### config.mk
export PLATFORM = sky130hd
export DESIGN_NAME = serial_deser_ctrl_flat
export DESIGN_NICKNAME = d
export VERILOG_FILES = /design/src/rtl/serial_deser_ctrl_pkg.sv /design/src/rtl/serial_deser_ctrl_if.sv /design/src/rtl/right_shift_register_base.sv /design/src/rtl/serial_deser_ctrl.sv /design/src/flat_wrapper.sv
export SDC_FILE = /design/constraint.sdc
export NUM_CORES = 1
export LEC_CHECK = 0
export ABC_CLOCK_PERIOD_IN_PS = 2250
export BUFFER_PORTS_ARGS = -buffer_cell sky130_fd_sc_hd__buf_2
export CORE_UTILIZATION = 50
export DETAILED_ROUTE_END_ITERATION = 16
export PLACE_DENSITY_LB_ADDON = 0.08
export SETUP_SLACK_MARGIN = 0.05
export SYNTH_ARGS = -nofsm -noshare
export SYNTH_HDL_FRONTEND = slang
export SYNTH_SLANG_ARGS = --single-unit
### constraint.sdc
create_clock -name clk -period 2.25 [get_ports clk]
set_clock_uncertainty 0.15 [all_clocks]
set_input_delay 0.45 -clock clk [delete_from_list [all_inputs] [get_ports clk]]
set_output_delay 0.45 -clock clk [all_outputs]
set_load 0.005 [all_outputs]
### src/rtl/serial_deser_ctrl_pkg.sv
// Shared types for the serial deserializer: FSM state encoding and bit-count width helper.
package serial_deser_ctrl_pkg;

    typedef enum logic [1:0] {
        StIdle   = 2'd0,
        StShift  = 2'd1,
        StParity = 2'd2
    } state_e;

    function automatic int unsigned cnt_width(input int unsigned depth);
        return $clog2(depth + 1);
    endfunction

endpackage

### src/rtl/serial_deser_ctrl_if.sv
// Serial input and parallel word output bundle of the deserializer.
interface serial_deser_ctrl_if #(
    parameter int unsigned DEPTH = 8
);
    logic             ser_valid;
    logic             ser_in;
    logic             ser_sync;
    logic [DEPTH-1:0] frame_data;
    logic             frame_valid;
    logic             frame_ready;
    logic             frame_par_err;

    modport master (
        output ser_valid, ser_in, ser_sync, frame_ready,
        input  frame_data, frame_valid, frame_par_err
    );

    modport slave (
        input  ser_valid, ser_in, ser_sync, frame_ready,
        output frame_data, frame_valid, frame_par_err
    );
endinterface

### src/rtl/right_shift_register_base.sv
// Enable-gated right-shift register: new bits enter at the MSB and move toward bit 0.
module right_shift_register_base #(
    parameter int unsigned DEPTH = 8
) (
    input  logic             clk,
    input  logic             reset,
    input  logic             enable,
    input  logic             in,
    output logic [DEPTH-1:0] out
);
    logic [DEPTH-1:0] sr_q;

    always_ff @(posedge clk) begin
        if (reset) begin
            sr_q <= '0;
        end else if (enable) begin
            sr_q <= {in, sr_q[DEPTH-1:1]};
        end
    end

    assign out = sr_q;
endmodule

### src/rtl/serial_deser_ctrl.sv
// Frame controller deserializing an LSB-first serial stream into DEPTH-bit words.
// Optional even-parity bit per frame when DESER_PARITY_EN is defined.
module serial_deser_ctrl
    import serial_deser_ctrl_pkg::*;
#(
    parameter int unsigned DEPTH = 8
) (
    input  logic                 clk,
    input  logic                 reset,
    serial_deser_ctrl_if.slave   bus,
    output logic                 busy,
    output logic                 overflow,
    output logic                 sync_err
);
    localparam int unsigned CntW = cnt_width(DEPTH);

    state_e           state_q, state_d;
    logic [CntW-1:0]  cnt_q, cnt_d;
    logic             last_bit;
    logic             shift_en, frame_done, resync;
    logic [DEPTH-1:0] sr_out, cap_data;
    logic [DEPTH-1:0] data_q;
    logic             valid_q, ovf_q, serr_q;
`ifdef DESER_PARITY_EN
    logic             cap_par, par_q;
`endif

    right_shift_register_base #(
        .DEPTH(DEPTH)
    ) u_sr (
        .clk   (clk),
        .reset (reset),
        .enable(shift_en),
        .in    (bus.ser_in),
        .out   (sr_out)
    );

    assign last_bit = (cnt_q == CntW'(DEPTH - 1));

    always_ff @(posedge clk) begin
        if (reset) begin
            state_q <= StIdle;
            cnt_q   <= '0;
        end else begin
            state_q <= state_d;
            cnt_q   <= cnt_d;
        end
    end

    always_comb begin
        state_d = state_q;
        cnt_d   = cnt_q;
        if (bus.ser_valid) begin
            case (state_q)
                StIdle: begin
                    if (bus.ser_sync) begin
                        state_d = StShift;
                        cnt_d   = CntW'(1);
                    end
                end
                StShift: begin
                    if (bus.ser_sync) begin
                        cnt_d = CntW'(1);
                    end else if (last_bit) begin
`ifdef DESER_PARITY_EN
                        state_d = StParity;
                        cnt_d   = CntW'(DEPTH);
`else
                        state_d = StIdle;
                        cnt_d   = '0;
`endif
                    end else begin
                        cnt_d = cnt_q + CntW'(1);
                    end
                end
`ifdef DESER_PARITY_EN
                StParity: begin
                    if (bus.ser_sync) begin
                        state_d = StShift;
                        cnt_d   = CntW'(1);
                    end else begin
                        state_d = StIdle;
                        cnt_d   = '0;
                    end
                end
`endif
                default: begin
                    state_d = StIdle;
                    cnt_d   = '0;
                end
            endcase
        end
    end

    // A resync shifts its bit in as bit 0; stale bits fall out before the next capture.
    always_comb begin
        shift_en   = 1'b0;
        frame_done = 1'b0;
        resync     = 1'b0;
        cap_data   = DEPTH'({bus.ser_in, sr_out} >> 1);
`ifdef DESER_PARITY_EN
        cap_par    = 1'b0;
`endif
        if (bus.ser_valid) begin
            case (state_q)
                StIdle: shift_en = bus.ser_sync;
                StShift: begin
                    shift_en = 1'b1;
                    resync   = bus.ser_sync;
`ifndef DESER_PARITY_EN
                    frame_done = !bus.ser_sync && last_bit;
`endif
                end
`ifdef DESER_PARITY_EN
                StParity: begin
                    shift_en   = bus.ser_sync;
                    resync     = bus.ser_sync;
                    frame_done = !bus.ser_sync;
                    cap_data   = sr_out;
                    cap_par    = ^{sr_out, bus.ser_in};
                end
`endif
                default: ;
            endcase
        end
    end

    always_ff @(posedge clk) begin
        if (reset) begin
            data_q  <= '0;
            valid_q <= 1'b0;
            ovf_q   <= 1'b0;
            serr_q  <= 1'b0;
`ifdef DESER_PARITY_EN
            par_q   <= 1'b0;
`endif
        end else begin
            if (resync) begin
                serr_q <= 1'b1;
            end
            if (frame_done) begin
                if (!valid_q || bus.frame_ready) begin
                    data_q  <= cap_data;
                    valid_q <= 1'b1;
`ifdef DESER_PARITY_EN
                    par_q   <= cap_par;
`endif
                end else begin
                    ovf_q <= 1'b1;
                end
            end else if (valid_q && bus.frame_ready) begin
                valid_q <= 1'b0;
            end
        end
    end

    assign bus.frame_data  = data_q;
    assign bus.frame_valid = valid_q;
`ifdef DESER_PARITY_EN
    assign bus.frame_par_err = par_q;
`else
    assign bus.frame_par_err = 1'b0;
`endif
    assign busy     = (state_q != StIdle);
    assign overflow = ovf_q;
    assign sync_err = serr_q;
endmodule

### src/flat_wrapper.sv
// flat-port wrapper written by rule: the top's interface ports become plain ports
module serial_deser_ctrl_flat import serial_deser_ctrl_pkg::*;
#(
    parameter int unsigned DEPTH = 8
)
  (clk, reset, busy, overflow, sync_err, bus_ser_valid, bus_ser_in, bus_ser_sync, bus_frame_ready, bus_frame_data, bus_frame_valid, bus_frame_par_err);
  serial_deser_ctrl_if #(.DEPTH(DEPTH)) bus_i ();
  input  logic clk;
  input  logic reset;
  output logic busy;
  output logic overflow;
  output logic sync_err;
  input wire logic [$bits(bus_i.ser_valid)-1:0] bus_ser_valid;
  input wire logic [$bits(bus_i.ser_in)-1:0] bus_ser_in;
  input wire logic [$bits(bus_i.ser_sync)-1:0] bus_ser_sync;
  input wire logic [$bits(bus_i.frame_ready)-1:0] bus_frame_ready;
  output wire logic [$bits(bus_i.frame_data)-1:0] bus_frame_data;
  output wire logic [$bits(bus_i.frame_valid)-1:0] bus_frame_valid;
  output wire logic [$bits(bus_i.frame_par_err)-1:0] bus_frame_par_err;
  assign bus_i.ser_valid = bus_ser_valid;
  assign bus_i.ser_in = bus_ser_in;
  assign bus_i.ser_sync = bus_ser_sync;
  assign bus_i.frame_ready = bus_frame_ready;
  assign bus_frame_data = bus_i.frame_data;
  assign bus_frame_valid = bus_i.frame_valid;
  assign bus_frame_par_err = bus_i.frame_par_err;
  serial_deser_ctrl #(.DEPTH(DEPTH)) u_core (.clk(clk), .reset(reset), .bus(bus_i), .busy(busy), .overflow(overflow), .sync_err(sync_err));
endmodule
==> impl_metrics.yaml <==
global_route:
  grt_pass1_wl_um: 2680
  antenna_found_initial: 0
  grt_pass1_vias: 610
  grt_overflow: 0
  groute.usage.overall_pct: 18.2
  grt_max_degree: 32
clock_tree:
  ctsResizeCount: 0
  postCtsSetupBuffers: 0
  cts_made_buffers: 3
  cts_root_buffer: "clkbuf_4"
  ctsHoldBuffers: 0
  clockBufferDepth: 2
  cts.htree.levels: 1
  clock_sinks: 23
  clk_pin_slew_ns: 0.11
  cts_tree: "yes"
  clock_latency_ns: 0.31
drt:
  routedWlPerCell_um: 11.6
  via_per_inst: 5.09
  wirelength_um: 1640
  drcViolationCount: 0
  drtAntennaViolNets: 0
  route.vias.total: 718
  drt-initial-drc-count: 7
  drtPass1Iterations: 4
logic_synthesis:
  syn-num-nets: 106
  syn_avg_cell_area_sq_um: 9.98
  ys_async_sr_fraction_pct: 0
  synth_cell_types: 27
  synth_area_sq_um: 988
  synth_edf_count: 0
  yosys_warnings: 0
  synth_ff_type: "dfxtp_1"
  synth-seq-cells: 23
  synthCells: 99
  ys_seq_area_share_pct: 46.6
sta:
  finalMaxSlewViolations: 0
  setup_violations: 0
  finalCritPeriodShare_pct: 72.8
  hold_viol: 0
  whs_ns: 0.252
  fin_crit_ns: 1.64
  finalSetupTns_ns: 0
  max_freq_mhz: 610
  rsz0062_at_grt: "false"
power:
  ir_worst_vdd_v: 0.000426
  power_uw: 649
  leakage_uw: 0.000472
  p_per_area_mw_per_mm2: 582
setup_path:
  path_buf_inv: 1
  critical_path_class: "reg2out"
  cp_cell_sequence: "buf_2"
  crit_required_ns: 1.65
  cp_max_fo: 8
  worstSetupStartpointType: "flip-flop"
  end_kind: "primary output"
  arrival_ns: 1.04
  critical_path.top_delay_family: "flip-flops"
  max_stage_delay_ns: 0.55
  crit_slowest_cell: "dfxtp_1"
floorplanning:
  die_area_sq_mm: 0.00216
  ios: 19
  die_width_um: 46.5
  core-area_sq_mm: 0.00178
  dieHeight_um: 46.5
  num_rows: 15
  initial_core_util_pct: 55.4
layout:
  diodes: 0
  instances_no_fill: 141
  nets: 124
  regArea_sq_um: 460
  multi_input_area_sq_um: 500
  drive_gt1_share_pct: 23.3
  area_growth_pct: 12.9
  fillers: 158
status:
  status: "complete, no violations"
place:
  dp_hpwl_um: 1170
  place_congestion: 0.812
  place_inst: 137
  port_buffers: 17
worst_hold_path:
  min_path_type: "in2reg"
run:
  max_cap_viol_count: 0
-- synthesized netlist by cell type, types with 2 or more instances --
cell,count,area [sq um]
nor2_1,11,41.3
dfxtp_1,23,460
o21ai_0,3,15.0
a31oi_1,3,18.8
a21oi_1,4,20.0
clkbuf_1,3,11.3
nand2_1,2,7.51
nand2b_1,16,100
nand3b_1,2,15.0
mux2i_1,15,150
-- where the power goes --
| part | switching (uW) | internal (uW) |
|---|---|---|
| Combinational | 24.9 | 19.6 |
| Sequential | 6.63 | 412 |
| Clock | 120 | 66.4 |
| Total | 151 | 498 |
-- state kept, by name (all words and copies together), names as in the netlist --
name and cells:
u_core.u_sr.out 7, u_core.bus.frame_data 8, u_core.sync_err 1, u_core.cnt_q 4, u_core.state_q 1, u_core.overflow 1
u_core.bus.frame_valid 1
-- stage by stage --
step           area, sq um  util, %  setup slack [ns]
6_report              1120     62.6             0.611
5_1_grt               1120     62.6             0.540
4_1_cts               1120     62.6             0.586
3_5_place_dp          1090     61.1             0.591
3_3_place_gp          1090     61.1             0.615
2_1_floorplan          988        -             0.625
-- worst paths after layout --
| check | depth (start not counted) | start | to | slack (ns) |
|---|---|---|---|---|
| setup / recovery | 1 | u_core.state_q[0] | busy | 0.61 |
| setup reg to reg | 3 | u_core.state_q[0] | u_core.cnt_q[3] | 0.67 |
| hold / removal | 3 | bus_ser_in | u_core.u_sr.out[7] | 0.25 |
| hold reg to reg | 2 | u_core.sync_err | u_core.sync_err | 0.33 |
-- per-layer routing --
layer	share of wire [%]	track usage (%)
met3	3.1	3.53
met2	47	27.5
met4	1.8	12.4
met5	0	0
met1	48	23.1
-- logic make-up after synthesis --
logic type | share of synthesized area, %
and+or+nand+nor | 24.3
DFF | 46.6
muxes | 15.2
AOI/OAI and AO/OA | 9.49
buffers and inverters | 2.78
adders and majority gates | 1.27
other | 0.379
-- area by class of cell --
class | instances | share of cell area [%]
Inverter | 1 | 0.336
Clock inverter | 1 | 0.448
Tap cell | 25 | 2.80
Timing Repair Buffer | 18 | 8.30
Clock buffer | 3 | 2.02
Sequential cell | 23 | 41.3
Multi-Input combinational cell | 70 | 44.8
-- cell usage in the layout (no fill, tap or decap), types with 2 or more instances in the layout --
cell type | synthesis | routed
nand2b_1 | 16 | 16
clkbuf_4 | 0 | 3
mux2i_1 | 15 | 15
nor2_1 | 11 | 11
dfxtp_1 | 23 | 23
a31oi_1 | 3 | 3
nand3b_1 | 2 | 2
a21oi_1 | 4 | 4
buf_2 | 1 | 17
nand2_1 | 2 | 2
o21ai_0 | 3 | 3
Note: power is estimated with default switching activity, not from simulation.
